==> src/rtl/rf_write_ctrl_pkg.sv <==
// rtl/rf_write_ctrl_pkg.sv - shared types and constants for the register-file write controller
package rf_ctrl_pkg;

  typedef enum logic {ST_CLEAR, ST_RUN} rf_ctrl_state_t;

  localparam logic REQ_A = 1'b0;
  localparam logic REQ_B = 1'b1;

  localparam int DEF_DATA_WIDTH = 32;
  localparam int DEF_ADDR_WIDTH = 5;
  localparam int DEF_NUM_REGS   = 32;

endpackage

==> src/rtl/rf_write_ctrl_if.sv <==
// rtl/rf_write_ctrl_if.sv - writeback source handshakes and register-file write port bundle
interface rf_write_ctrl_if #(
  parameter int DATA_WIDTH = 32,
  parameter int ADDR_WIDTH = 5
);

  logic                  i_a_valid;
  logic                  o_a_ready;
  logic [ADDR_WIDTH-1:0] i_a_addr;
  logic [DATA_WIDTH-1:0] i_a_data;
  logic                  i_b_valid;
  logic                  o_b_ready;
  logic [ADDR_WIDTH-1:0] i_b_addr;
  logic [DATA_WIDTH-1:0] i_b_data;
  logic                  o_rf_we;
  logic [ADDR_WIDTH-1:0] o_rf_waddr;
  logic [DATA_WIDTH-1:0] o_rf_wdata;
  logic                  o_init_done;

  modport master (
    output i_a_valid, i_a_addr, i_a_data,
    output i_b_valid, i_b_addr, i_b_data,
    input  o_a_ready, o_b_ready,
    input  o_rf_we, o_rf_waddr, o_rf_wdata, o_init_done
  );

  modport slave (
    input  i_a_valid, i_a_addr, i_a_data,
    input  i_b_valid, i_b_addr, i_b_data,
    output o_a_ready, o_b_ready,
    output o_rf_we, o_rf_waddr, o_rf_wdata, o_init_done
  );

endinterface

==> src/rtl/rf_write_ctrl_arb.sv <==
// rtl/rf_write_ctrl_arb.sv - two-way round-robin arbiter (rr_arb2)
// The pointer only moves when both sources compete and advance is set.
module rr_arb2
  import rf_ctrl_pkg::*;
(
  input  logic [1:0] req,
  input  logic       ptr,
  input  logic       advance,
  output logic [1:0] gnt,
  output logic       ptr_nxt
);

  always_comb begin
    gnt     = 2'b00;
    ptr_nxt = ptr;
    case (req)
      2'b01: gnt = 2'b01;
      2'b10: gnt = 2'b10;
      2'b11: begin
        gnt = (ptr == REQ_B) ? 2'b10 : 2'b01;
        if (advance) begin
          ptr_nxt = ~ptr;
        end
      end
      default: gnt = 2'b00;
    endcase
  end

endmodule

==> src/rtl/rf_write_ctrl.sv <==
// rtl/rf_write_ctrl.sv - register-file write port sequencer: post-reset clear sweep, then A/B round-robin
// RF_CLEAR_EN enables the zeroing sweep of addresses 1..NUM_REGS-1 after reset.
module rf_write_ctrl
  import rf_ctrl_pkg::*;
#(
  parameter int DATA_WIDTH = DEF_DATA_WIDTH,
  parameter int ADDR_WIDTH = DEF_ADDR_WIDTH,
  parameter int NUM_REGS   = DEF_NUM_REGS
) (
  input  logic           i_clk,
  input  logic           i_rst_n,
  rf_write_ctrl_if.slave bus
);

`ifdef RF_CLEAR_EN
  localparam rf_ctrl_state_t        RESET_STATE = ST_CLEAR;
  localparam logic [ADDR_WIDTH-1:0] LAST_ADDR   = ADDR_WIDTH'(NUM_REGS - 1);
`else
  localparam rf_ctrl_state_t        RESET_STATE = ST_RUN;
`endif

  rf_ctrl_state_t        state_q;
  rf_ctrl_state_t        state_d;
  logic                  ptr_q;
  logic                  ptr_nxt;
  logic                  run;
  logic [1:0]            req;
  logic [1:0]            gnt;
  logic                  accept;
  logic [ADDR_WIDTH-1:0] sel_addr;
  logic [DATA_WIDTH-1:0] sel_data;
  logic                  wr_ok;

`ifdef RF_CLEAR_EN
  logic [ADDR_WIDTH-1:0] cnt_q;

  always_ff @(posedge i_clk or negedge i_rst_n) begin
    if (!i_rst_n) begin
      cnt_q <= ADDR_WIDTH'(1);
    end else if (state_q == ST_CLEAR) begin
      cnt_q <= cnt_q + ADDR_WIDTH'(1);
    end
  end
`endif

  always_ff @(posedge i_clk or negedge i_rst_n) begin
    if (!i_rst_n) begin
      state_q <= RESET_STATE;
    end else begin
      state_q <= state_d;
    end
  end

  always_comb begin
    state_d = state_q;
    case (state_q)
`ifdef RF_CLEAR_EN
      ST_CLEAR: if (cnt_q == LAST_ADDR) state_d = ST_RUN;
`else
      ST_CLEAR: state_d = ST_RUN;
`endif
      ST_RUN:   state_d = ST_RUN;
    endcase
  end

  // Readies are gated by reset so nothing is handshaken while the block is held in reset.
  always_comb begin
    run           = (state_q == ST_RUN) && i_rst_n;
    req           = {bus.i_b_valid, bus.i_a_valid} & {2{run}};
    bus.o_a_ready = gnt[0];
    bus.o_b_ready = gnt[1];
    accept        = |gnt;
    sel_addr      = gnt[1] ? bus.i_b_addr : bus.i_a_addr;
    sel_data      = gnt[1] ? bus.i_b_data : bus.i_a_data;
    wr_ok         = (sel_addr != '0) && (32'(sel_addr) < NUM_REGS);
  end

  rr_arb2 u_arb (
    .req     (req),
    .ptr     (ptr_q),
    .advance (run),
    .gnt     (gnt),
    .ptr_nxt (ptr_nxt)
  );

  always_ff @(posedge i_clk or negedge i_rst_n) begin
    if (!i_rst_n) begin
      ptr_q <= REQ_A;
    end else begin
      ptr_q <= ptr_nxt;
    end
  end

  always_ff @(posedge i_clk or negedge i_rst_n) begin
    if (!i_rst_n) begin
      bus.o_rf_we    <= 1'b0;
      bus.o_rf_waddr <= '0;
      bus.o_rf_wdata <= '0;
    end else if (state_q == ST_CLEAR) begin
`ifdef RF_CLEAR_EN
      bus.o_rf_we    <= 1'b1;
      bus.o_rf_waddr <= cnt_q;
      bus.o_rf_wdata <= '0;
`else
      bus.o_rf_we    <= 1'b0;
`endif
    end else if (accept) begin
      // r0 writes are consumed from the source but never reach the file.
      bus.o_rf_we    <= wr_ok;
      bus.o_rf_waddr <= sel_addr;
      bus.o_rf_wdata <= sel_data;
    end else begin
      bus.o_rf_we    <= 1'b0;
    end
  end

`ifdef RF_CLEAR_EN
  always_ff @(posedge i_clk or negedge i_rst_n) begin
    if (!i_rst_n) begin
      bus.o_init_done <= 1'b0;
    end else if (state_q == ST_RUN) begin
      bus.o_init_done <= 1'b1;
    end
  end
`else
  assign bus.o_init_done = 1'b1;
`endif

endmodule

==> src/flat_wrapper.sv <==
// flat-port wrapper written by rule: the top's interface ports become plain ports
module rf_write_ctrl_flat import rf_ctrl_pkg::*;
#(
  parameter int DATA_WIDTH = DEF_DATA_WIDTH,
  parameter int ADDR_WIDTH = DEF_ADDR_WIDTH,
  parameter int NUM_REGS   = DEF_NUM_REGS
)
  (i_clk, i_rst_n, bus_i_a_valid, bus_i_a_addr, bus_i_a_data, bus_i_b_valid, bus_i_b_addr, bus_i_b_data, bus_o_a_ready, bus_o_b_ready, bus_o_rf_we, bus_o_rf_waddr, bus_o_rf_wdata, bus_o_init_done);
  rf_write_ctrl_if #(.DATA_WIDTH(DATA_WIDTH), .ADDR_WIDTH(ADDR_WIDTH)) bus_i ();
  input  logic i_clk;
  input  logic i_rst_n;
  input wire logic [$bits(bus_i.i_a_valid)-1:0] bus_i_a_valid;
  input wire logic [$bits(bus_i.i_a_addr)-1:0] bus_i_a_addr;
  input wire logic [$bits(bus_i.i_a_data)-1:0] bus_i_a_data;
  input wire logic [$bits(bus_i.i_b_valid)-1:0] bus_i_b_valid;
  input wire logic [$bits(bus_i.i_b_addr)-1:0] bus_i_b_addr;
  input wire logic [$bits(bus_i.i_b_data)-1:0] bus_i_b_data;
  output wire logic [$bits(bus_i.o_a_ready)-1:0] bus_o_a_ready;
  output wire logic [$bits(bus_i.o_b_ready)-1:0] bus_o_b_ready;
  output wire logic [$bits(bus_i.o_rf_we)-1:0] bus_o_rf_we;
  output wire logic [$bits(bus_i.o_rf_waddr)-1:0] bus_o_rf_waddr;
  output wire logic [$bits(bus_i.o_rf_wdata)-1:0] bus_o_rf_wdata;
  output wire logic [$bits(bus_i.o_init_done)-1:0] bus_o_init_done;
  assign bus_i.i_a_valid = bus_i_a_valid;
  assign bus_i.i_a_addr = bus_i_a_addr;
  assign bus_i.i_a_data = bus_i_a_data;
  assign bus_i.i_b_valid = bus_i_b_valid;
  assign bus_i.i_b_addr = bus_i_b_addr;
  assign bus_i.i_b_data = bus_i_b_data;
  assign bus_o_a_ready = bus_i.o_a_ready;
  assign bus_o_b_ready = bus_i.o_b_ready;
  assign bus_o_rf_we = bus_i.o_rf_we;
  assign bus_o_rf_waddr = bus_i.o_rf_waddr;
  assign bus_o_rf_wdata = bus_i.o_rf_wdata;
  assign bus_o_init_done = bus_i.o_init_done;
  rf_write_ctrl #(.DATA_WIDTH(DATA_WIDTH), .ADDR_WIDTH(ADDR_WIDTH), .NUM_REGS(NUM_REGS)) u_core (.i_clk(i_clk), .i_rst_n(i_rst_n), .bus(bus_i));
endmodule
==> config.mk <==
export PLATFORM = sky130hd
export DESIGN_NAME = rf_write_ctrl_flat
export DESIGN_NICKNAME = d
export VERILOG_FILES = /design/src/rtl/rf_write_ctrl_pkg.sv /design/src/rtl/rf_write_ctrl_if.sv /design/src/rtl/rf_write_ctrl_arb.sv /design/src/rtl/rf_write_ctrl.sv /design/src/flat_wrapper.sv
export SDC_FILE = /design/constraint.sdc
export NUM_CORES = 1
export LEC_CHECK = 0
export CORE_MARGIN = 5
export CORE_UTILIZATION = 38
export DETAILED_ROUTE_END_ITERATION = 7
export PLACE_DENSITY = 0.77
export SLEW_MARGIN = 20
export SYNTH_ARGS = -nofsm -noshare
export SYNTH_HDL_FRONTEND = slang
export SYNTH_SLANG_ARGS = --single-unit
export TNS_END_PERCENT = 100
==> constraint.sdc <==
create_clock -name i_clk -period 1.8 [get_ports i_clk]
set_input_delay 0.18 -clock i_clk [delete_from_list [all_inputs] [get_ports i_clk]]
set_output_delay 0.18 -clock i_clk [all_outputs]
set_load 0.005 [all_outputs]
Yosys cells after proc, flatten, opt, wreduce, memory -nomap -nowiden
Index checks and enable logic that the tools add are counted.

Register bits after elaboration: 39. Output and inout bits: 41. Logic and storage cells: 17.

Eq/ne operators: 3. Muxes and demuxes: 5. Bitwise logic cells: 2. Reduce and logical (&&, ||, !) cells: 3.

Operators with widths (count): $mux 32 (1); $pmux 2 s3 (1); $mux 5 (1); $reduce_bool 5->1 (1); $eq 2x2->1 const B (2); $and 2x2->2 (1); $eq 2x1->1 const B (1); $mux 2 (1); $reduce_and 2->1 (1); $reduce_or 2->1 (1); $mux 1 (1); $not 1->1 (1).

Logic depth before layout (Yosys ltp)
Gate-level depths: netlist of run 1.

Depth after elaboration: 6. Mapped depth: 5. Depth with buffers taken out: 3.

By module
From an unflattened synthesis of run 1, not the netlist that was laid out.

Cells, all modules: 176. Area total of the unflattened synthesis: 1829.3 µm².

Modules (own cells, without submodules): rf_write_ctrl (instances 1, cells an instance 171, area each 1796.7 µm²); rr_arb2 (instances 1, cells an instance 5, area each 32.5 µm²).

Worst setup path after synthesis of run 1
OpenSTA, ideal clock, no wires.

Kind: register to register. Start: reg u_core.ptr_q. End: reg u_core.bus.o_rf_waddr[1]. Library setup time: 0.082 ns. Arrival: 1.177 ns. Data required time: 1.718 ns. Slack: 0.541 ns. Stages on the path, launching flop included: 6. Path buffers: 2. Cells stage by stage: dfrtp_1 -> nor2b_4 -> buf_6 -> buf_6 -> or3b_1 -> a31oi_1.

Word-level cells in the longest chain between the ends: 3. Elaborated cells on any way between the ends: 4.

RTL lines: from (decl) (RTL line rf_write_ctrl.sv:24) `logic ptr_q;`; from (signal assigned) (RTL line rf_write_ctrl.sv:90) `ptr_q <= ptr_nxt;`; $mux 2 * (RTL line rf_write_ctrl_arb.sv:20) `gnt = (ptr == REQ_B) ? 2'b10 : 2'b01;`; $pmux 2 s3 * (RTL line rf_write_ctrl_arb.sv:16) `case (req)`; $mux 5 / $reduce_or 2->1 (equally long branches) (RTL line rf_write_ctrl.sv:73, rf_write_ctrl.sv:72); to (signal assigned) (RTL line rf_write_ctrl.sv:110) `bus.o_rf_waddr <= sel_addr;`; to (decl) (RTL line rf_write_ctrl_if.sv:31) `output o_rf_we, o_rf_waddr, o_rf_wdata, o_init_done`.

Every way passes the cells marked *; elsewhere a longest branch is shown, timed or not. A chain may end at the register's enable or synchronous reset.

Final worst setup path of run 1
Start: in bus_i_b_valid. End: out bus_o_b_ready.

Word-level cells in the longest chain between the ends: 3. Elaborated cells on any way between the ends: 5.

RTL lines: from (decl) (RTL line flat_wrapper.sv:15) `input wire logic [$bits(bus_i.i_b_valid)-1:0] bus_i_b_valid;`; $and 2x2->2 * (RTL line rf_write_ctrl.sv:69) `req = {bus.i_b_valid, bus.i_a_valid} & {2{run}};`; $eq 2x2->1 / $eq 2x1->1 (equally long branches) (RTL line rf_write_ctrl_arb.sv:16); $pmux 2 s3 * (RTL line rf_write_ctrl_arb.sv:16); to (decl) (RTL line flat_wrapper.sv:19) `output wire logic [$bits(bus_i.o_b_ready)-1:0] bus_o_b_ready;`.

Marks and branches as above.

==> results of run 1 <==
==> Yosys cell counts <==
master,instances,area share
a31oi_1,37,0.11
buf_1,1,0.0018
buf_2,3,0.0071
buf_4,1,0.0036
buf_6,5,0.027
clkbuf_1,13,0.023
clkbuf_8,2,0.013
conb_1,1,0.0018
dfrtp_1,39,0.46
inv_1,1,0.0018
nand2_1,1,0.0018
nand2_2,1,0.0030
nand3_1,1,0.0024
nor2_1,40,0.071
nor2b_4,1,0.0065
nor3_1,1,0.0024
o21a_1,1,0.0036
o21ai_0,29,0.069
o21ai_1,9,0.021
o2bb2ai_1,1,0.0042
or3b_1,37,0.15
or4_1,1,0.0036
xnor2_1,1,0.0042
==> placed cells by master (no fill, tap or decap) <==
master and n:
a31oi_1 37, buf_2 1, buf_4 11, clkbuf_1 1, clkbuf_8 7, clkdlybuf4s50_1 115
conb_1 1, dfrtp_1 39, dlygate4sd3_1 1, dlymetal6s2s_1 1, inv_1 1, nand2_1 1
nand2_2 1, nand3_1 1, nor2_1 40, nor2b_4 1, nor3_1 1, o21a_2 1
o21ai_0 28, o21ai_1 10, o2bb2ai_1 1, or3b_1 37, or4_1 1, xnor2_1 1
==> power by group <==
part,total (mW),switching (mW),internal (mW)
registers,1.11,0.0832,1.02
clock network,0.629,0.279,0.349
logic,0.936,0.378,0.557
total,2.67,0.741,1.93
==> repair_timing <==
item                                    4_1_cts  5_1_grt
endpoints found under the hold margin        39        0
setup buffers                                 1        0
endpoints found under the setup margin        1        1
gates resized for setup                       1        1
hold buffers                                  1        0
==> layout make-up <==
| cell class | instances | area (sq um) | area share |
|---|---|---|---|
| Clock buffer | 8 | 100 | 0.0295 |
| Inverter | 1 | 3.75 | 0.00110 |
| Multi-Input combinational cell | 162 | 967 | 0.285 |
| Sequential cell | 39 | 976 | 0.287 |
| Tap cell | 72 | 90.1 | 0.0265 |
| Timing Repair Buffer | 129 | 1260 | 0.371 |
==> metrics by stage <==
stage	hold WS, ps	std cells	total power, mW	cell area [sq um]	setup TNS [ps]
after floorplan	-116	227	1.54	2100	0
after global placement	165	401	2.04	3280	0
after detailed placement	182	401	2.06	3280	-0.271
after CTS	328	411	2.71	3400	0
after global routing	346	411	2.86	3400	0
final	337	411	2.67	3400	0
==> state kept, by name, summed over array words and instances (netlist names) <==
register / flops
u_core.bus.o_rf_we: 1
u_core.bus.o_rf_wdata: 32
u_core.ptr_q: 1
u_core.bus.o_rf_waddr: 5
==> layer usage <==
| layer | part of all wire | GRT usage | vias to the layer above | wire (um) |
|---|---|---|---|---|
| li1 | - | - | 1045 | - |
| met1 | 0.44 | 0.200 | 900 | 2510 |
| met2 | 0.47 | 0.260 | 74 | 2700 |
| met3 | 0.084 | 0.0569 | 8 | 481 |
| met4 | 0.011 | 0.0345 | 0 | 63 |
| met5 | 0 | 0 | - | 0 |
==> how the worst max path moves through the flow <==
stage | cells past startpoint | slack, ps | to
4_1_cts | 5 | 50 | bus_o_a_ready
6_report | 4 | 90 | bus_o_b_ready
3_3_place_gp | 5 | 50 | bus_o_a_ready
5_1_grt | 4 | 30 | bus_o_b_ready
2_1_floorplan | 5 | 540 | u_core.bus.o_rf_waddr[1]$_DFFE_PN0P_
3_5_place_dp | 5 | -0.3 | bus_o_a_ready
==> critical path, cell delays in order <==
cell and delay, ps:
clkdlybuf4s50_1 530, nand2_2 100, nor2_1 170, clkdlybuf4s50_1 550
==> cells by family after synthesis <==
kind of cell | count (synthesis) | synth area share
XOR/XNOR | 1 | 0.00416
AND/OR/NAND/NOR | 83 | 0.245
AO/OA/AOI/OAI | 77 | 0.208
flip-flops | 39 | 0.464
other | 1 | 0.00178
buffers and inverters | 26 | 0.0773
==> qor.csv, run 1 <==
metric;value;unit
finClkSkew;4.64;ps
worst-r2r-setup-slack;360;ps
avgSynthCellArea;9.27;sq um
clock_latency;280;ps
numCtsBuffers;5;
gp_congestion;0.770;
initial_core_util;0.387;
gr-usage-all-layers;0.158;
grt_pass1_vias;1853;
power.density;786;mW/mm^2
postLayoutSetupSlackWorst;88.1;ps
syn_area;0.00210;sq mm
fmax;584;MHz
core_area;0.00544;sq mm
setup_violations;0;
clockBufferDepth;2;
max-cap-violations;0;
final_max_slew_viol_count;0;
io_buffers;117;
rr_startpoint;u_core.ptr_q$_DFFE_PN0P_;
vias_per_cell;4.93;
seq_area_frac_synth;0.464;
dr.pass1.iters;4;
status;completed;
via_count;2027;
route.detailed.drc;0;
synthDistinctLibCells;23;
grt_antenna_before_repair;0;
final_core_util;0.625;
clk_pin_slew;70;ps
crit_arrival;1530;ps
n_fill_cell;479;
first_iter_violations;72;
grt_pass1_wl;9.20;mm
hold_path_class;input pin to flip-flop;
drive_gt1_frac;0.0649;
worstPathRequired;1620;ps
hold_end;u_core.bus.o_rf_we$_DFF_PN0_;
min_delay_path_depth;4;
syn_to_final_growth;61.5;%
critical_path_peak_fanout;4;
netlist_instances;227;
wl;5.76;mm
cts_root_buf;clkbuf_8;
grt_max_degree;59;
ys_ff_latch;39;
fin_crit;1710;ps
rows;27;
cts_sinks;39;
period_share;0.951;
ios;119;
syn-num-nets;305;
num_antenna_cells;0;
reg2reg_depth;5;
dieArea;0.00713;sq mm
min_from;i_rst_n;
yosysWarnings;0;
dp_slack;-0.271;ps
crit_start;bus_i_b_valid;
path_class;input pin to primary output;
endpoint_kind;primary output;
rsz0062_at_grt;no;
reg2reg_to;u_core.bus.o_rf_wdata[1]$_DFFE_PN0P_;
cp-start-kind;input pin;
nets;416;
die_h;84.4;um
wl_per_cell;14.0;um
antenna_left;0;
dp_hpwl;4.37;mm
finalHoldViolations;0;
htreeDepth;2;
irDropWorstVdd;433;uV
cts_tree;done;
die_width;84.4;um
p_leak;1.31;nW
grt_overflow_total;0;
(Power assumes the default switching activity.)
==> inputs of run 2 (changes only) <==
--- a/config.mk
+++ b/config.mk
@@ -7,8 +7,10 @@
 export LEC_CHECK = 0
 export CORE_MARGIN = 5
 export CORE_UTILIZATION = 38
+export CTS_BUF_LIST = sky130_fd_sc_hd__clkbuf_16
 export DETAILED_ROUTE_END_ITERATION = 7
 export PLACE_DENSITY = 0.77
+export REMOVE_ABC_BUFFERS = 1
 export SLEW_MARGIN = 20
 export SYNTH_ARGS = -nofsm -noshare
 export SYNTH_HDL_FRONTEND = slang
==> run 2 against run 1 <==
Net effect:
- sequential share of layout area decreased by 0.82 points
- first-iteration DRC count increased by 19%
- non-clock buffer count decreased by 2
- highest routed layer unchanged
- maximum frequency down 0.43%
- sequential cell count is the same
==> qor.csv, run 2 (synthesis results as in run 1) <==
metric;value;unit
antenna_left;0;
wl_per_cell;15.0;um
vias_per_cell;5.05;
slowest_stage;clkdlybuf4s50_1;
hold_path_class;input pin to flip-flop;
grt_antenna_before_repair;0;
status;completed;
cts_tree;done;
core_area;0.00544;sq mm
worst_path_largest_cell_delay;520;ps
max-cap-violations;0;
reg_top3;u_core.bus.o_rf_wdata x32, u_core.bus.o_rf_waddr x5;
grt_max_degree;53;
cp_top_family;buffers and inverters;
p_total;3.07;mW
grt_use_met1;0.213;
htreeDepth;2;
num_antenna_cells;0;
cp_num_buf_inv;3;
period_share;0.955;
regMostFlops;u_core.bus.o_rf_wdata;
rsz0062_at_grt;no;
grt_overflow_total;0;
cts_sinks;39;
syn_to_final_growth;66.2;%
gr-usage-all-layers;0.175;
place_inst;399;
n_fill_cell;472;
clk_pin_slew;60;ps
gr-usage-met2;0.309;
dieArea;0.00713;sq mm
initial_core_util;0.387;
largest_reg_flops;32;
busiest_layer;met2;
fmax;582;MHz
clock_latency;280;ps
finClkSkew;2.57;ps
mostFrequentLayoutCell;clkdlybuf4s50_1;
p_leak;1.33;nW
setup_violations;0;
cp_common_cell;clkdlybuf4s50_1;
ios;119;
rows;27;
die_h;84.4;um
endpoint_kind;primary output;
critical_path_peak_fanout;4;
grt_pass1_wl;10.2;mm
grt_pass1_vias;2084;
finalHoldViolations;0;
gp_congestion;0.731;
postLayoutSetupSlackWorst;80.8;ps
path_class;input pin to primary output;
power.density;877;mW/mm^2
fin_crit;1720;ps
crit_arrival;1540;ps
use_met3;0.0451;
drive_gt1_frac;0.0623;
nets;414;
io_buffers;117;
dr.pass1.iters;3;
cp-start-kind;input pin;
via_count;2067;
dp_slack;-55.8;ps
wl;6.14;mm
irDropWorstVdd;440;uV
route.detailed.drc;0;
cts_root_buf;clkbuf_16;
first_iter_violations;86;
clockBufferDepth;2;
worstPathRequired;1620;ps
die_width;84.4;um
layout_common_cells;115 x clkdlybuf4s50_1, 39 x nor2_1, 39 x dfrtp_1, 37 x or3b_1, 37 x a31oi_1;
final_max_slew_viol_count;0;
numCtsBuffers;5;
final_cells;409;
crit_chain;clkdlybuf4s50_1 -> nand2_2 -> o21ai_2 -> inv_1 -> clkdlybuf4s50_1;
run 2: area by class of cell:
type	count	area [sq um]	area share
clock buffers	5	125	0.0358
clock inverters	3	38.8	0.0111
inverters	1	3.75	0.00107
multi-input cells	162	978	0.280
flip-flops and latches	39	976	0.279
well taps	72	90.1	0.0258
repair buffers	127	1290	0.368
run 2: through the flow:
stage | hold WS (ps) | area, sq um | utilization | TNS, ps
4_1_cts | 345 | 3490 | 0.641 | 0
2_1_floorplan | -116 | 1950 | - | -487
3_5_place_dp | 174 | 3300 | 0.607 | -140
3_3_place_gp | 161 | 3300 | 0.607 | -51.3
5_1_grt | 268 | 3500 | 0.643 | 0
6_report | 257 | 3500 | 0.643 | 0
run 2: repair_timing:
item	CTS	global route
hold buffers	2	0
gates resized for setup	2	3
buffers inserted	0	0
setup endpoints to repair	2	2
pin swaps	0	0
endpoints found under the hold margin	9	0
run 2: layer usage:
metal  up-vias  wire length (um)
met5         -                 0
met4         0                86
met3         9               373
met2        66              3030
met1       953              2650
li1       1039                 -
run 2: report_power, final:
group | leakage, nW | switching, mW | internal [mW]
Combinational | 0.817 | 0.393 | 0.580
Sequential | 0.436 | 0.0839 | 1.02
Clock | 0.0812 | 0.338 | 0.646
Total | 1.33 | 0.815 | 2.25
run 2: worst reg2reg max path: cells and delay by family (launching register included):
kind | cells | cell delay, ps
AOI/OAI and AO/OA | 1 | 220
buffers and inverters | 2 | 320
DFF | 1 | 400
and+or+nand+nor | 2 | 470
run 2: final timing paths:
| path | startpoint | end | slack (ps) | cells past startpoint |
|---|---|---|---|---|
| max reg2reg | u_core.ptr_q$_DFFE_PN0P_ | u_core.bus.o_rf_wdata[18]$_DFFE_PN0P_ | 300 | 5 |
| min reg2reg | u_core.ptr_q$_DFFE_PN0P_ | u_core.ptr_q$_DFFE_PN0P_ | 520 | 1 |
| min in group asynchronous | i_rst_n | u_core.bus.o_rf_wdata[6]$_DFFE_PN0P_ | 410 | 3 |
| max | bus_i_b_valid | bus_o_a_ready | 80 | 5 |
| max in group asynchronous | i_rst_n | u_core.bus.o_rf_wdata[22]$_DFFE_PN0P_ | 1000 | 3 |
| min | bus_i_a_valid | u_core.ptr_q$_DFFE_PN0P_ | 260 | 3 |
==> edit (config.mk and constraints of run 1) <==
Build with the macro `RF_CLEAR_EN` defined.
--- a/src/rtl/rf_write_ctrl.sv
+++ b/src/rtl/rf_write_ctrl.sv
@@ -1,5 +1,7 @@
 // rtl/rf_write_ctrl.sv - register-file write port sequencer: post-reset clear sweep, then A/B round-robin
 // RF_CLEAR_EN enables the zeroing sweep of addresses 1..NUM_REGS-1 after reset.
+`define RF_CLEAR_EN
+
 module rf_write_ctrl
   import rf_ctrl_pkg::*;
 #(
Function: changed (a bounded check fails within 4 cycles, from zero or initial values and one cycle with i_rst_n low).
==> edit against run 1 <==
Utilization is 0.67 points higher. Synthesized area is 12% higher. Sequential cell count is 7 higher. First-iteration DRC count is 68% higher. Wire length is 38% higher. Worst setup slack better by 0.0064 ns. Register-to-register slack worse by 0.11 ns. Worst hold slack worse by 0.10 ns. Power is 16% higher. Clock power is 3.8% lower. Sequential share of layout area is 2.0 points higher. Cell area is 11% higher. Non-clock buffer count is 10 higher. Critical path type is now reg -> out. Largest power group unchanged.
==> edit: results (changes against run 1) <==
Max IR drop VDD=396.2 µV (-8.6%); insertion delay to the later sink of the worst-skew pair=about 0.29 ns; Hold Path Class=in -> reg; Mapped Nets=331 (+8.5%); r2r setup slk=0.25 ns (-0.11 ns); Max Clock Skew=0.006458 ns (+0.001822 ns); Placer Congestion=0.8187 (+6.3%); clock tree buffer depth=2 (unchanged); top_reg_cell synth=dfrtp_1; Synth Cell Area=0.002347 mm² (+12%); CTS clk-pin slew, worst paths=0.08 ns; crit path launch=u_core.ptr_q; number of global-route vias before repair=2,576 (+39%); Area after DPL=0.003650 mm² (+11%); crit path max fanout=4 (unchanged); Layout fillers=519 (+8.4%); final net count=450 (+8.2%); worst path arrival time=1.53 ns (about the same); leakage power=1.536 nW (+18%); pin count of the biggest net entering global routing=27 (-54%); WHS Endpoint=u_core.ptr_q; top post-synthesis cells by area=dfrtp_1 48%, a21oi_1 14%, a31oi_1 8.8%, o21ai_0 4.9%, buf_2 2.6%; biggest regs=u_core.bus.o_rf_wdata x32, u_core.bus.o_rf_waddr x5, u_core.cnt_q x5; Yosys cell types=34 (+48%); status=complete, no violations; Seq/Total Area, Yosys=0.4909 (+0.02720); hold path cells=3 (-1); Hold Crit Start=i_rst_n; most frequent cell after synthesis=a21oi_1; Clk Tree Root Cell=clkbuf_8; routed vias=2,482 (+22%); Ys Warns=0 (unchanged); DP HPWL=5.703 mm (+31%); layout cells sized above 1=0.09704 (+0.03214); DR iter-0 viols=121 (+68%); ys async rst share=1.000 (unchanged); first-pass iteration count of the detailed router=4 (unchanged); Reg2Reg Launch Point=u_core.state_q; total CTS buffers=5 (unchanged); first-pass GRT wire length=12.50 mm (+36%); I/O Buffers=118 (+0.85%); switch share=0.2997 (+0.02245); gr usage total=0.2025 (+0.04457); r2r endpoint=u_core.bus.o_rf_wdata[13]; # diodes=0 (unchanged); WL final=7.953 mm (+38%); commonest cells in the netlist=64 x a21oi_1, 45 x dfrtp_1, 33 x a31oi_1, 23 x o21ai_0, 13 x clkbuf_1; R2R cell count=5 (unchanged)
## edit: final cells by class
cell class                 instances  area, µm²  share of cell area
clock buffer                       8      80.08             0.02129
inverter                           1      3.754           0.0009980
multi-input combinational        177       1072              0.2851
sequential                        46       1154              0.3067
tap                               75      93.84             0.02495
timing repair buffer             139       1358              0.3609
## edit: cell families (layout without fill, tap and decap cells)
kind of cell	after synthesis	in the layout	share of synthesized area
flip-flops	46	46	0.4909
AO/OA/AOI/OAI	141	141	0.3417
adder cells (fa/ha/maj)	2	2	0.01066
AND/OR/NAND/NOR	24	24	0.06077
buffers and inverters	28	148	0.05437
XOR/XNOR	4	4	0.01492
multiplexers	6	6	0.02665
## edit: per-stage QoR
stage          instances  hold slack (ns)  utilization  setup slack, ns  power [mW]
4_1_cts              446           0.2240       0.6303          0.03163       3.102
5_1_grt              446           0.2435       0.6315          0.01710       3.292
2_1_floorplan        251          -0.1156            -           0.3826       1.769
3_3_place_gp         435         0.007592       0.6128         0.008523       2.460
3_5_place_dp         435         0.004889       0.6128         -0.04814       2.478
6_report             446           0.2366       0.6315          0.09456       3.090
## edit: power by group through the flow
stage	combinational, mW	sequential, mW	clock [mW]
3_3_place_gp	1.14	1.32	0
4_1_cts	1.18	1.30	0.617
2_1_floorplan	0.441	1.33	0
6_report	1.18	1.30	0.605
3_5_place_dp	1.15	1.33	0
5_1_grt	1.30	1.32	0.671
## edit: worst max-delay path by stage
stage / to / slack [ns] / depth (start not counted)
CTS: bus_o_b_ready / 0.03 / 5
floorplan: u_core.cnt_q[4] / 0.38 / 4
global placement: bus_o_a_ready / 0.009 / 4
detailed placement: u_core.bus.o_rf_wdata[13] / -0.05 / 6
finish: bus_o_b_ready / 0.09 / 4
global route: bus_o_b_ready / 0.02 / 4
## edit: repair_timing
action | 4_1_cts | 5_1_grt
hold buffers | 1 | 0
buffers inserted | 2 | 0
setup endpoints to repair | 2 | 1
gates resized for setup | 1 | 2
pin swaps | 1 | 0
hold endpoints to repair | 22 | 0
## edit: routing by layer
layer | vias to the layer above | track usage | routed length, µm
met2 | 101 | 0.3419 | 3938
met1 | 1189 | 0.2557 | 3224
met5 | - | 0 | 0
met3 | 13 | 0.04376 | 639
li1 | 1179 | - | -
met4 | 0 | 0.07280 | 150
## edit: critical path: stages (launching register included)
cell and delay (ns):
dfrtp_1 0.36, nand2b_4 0.16, nand2_1 0.07, nor2_1 0.13, clkdlybuf4s50_1 0.51
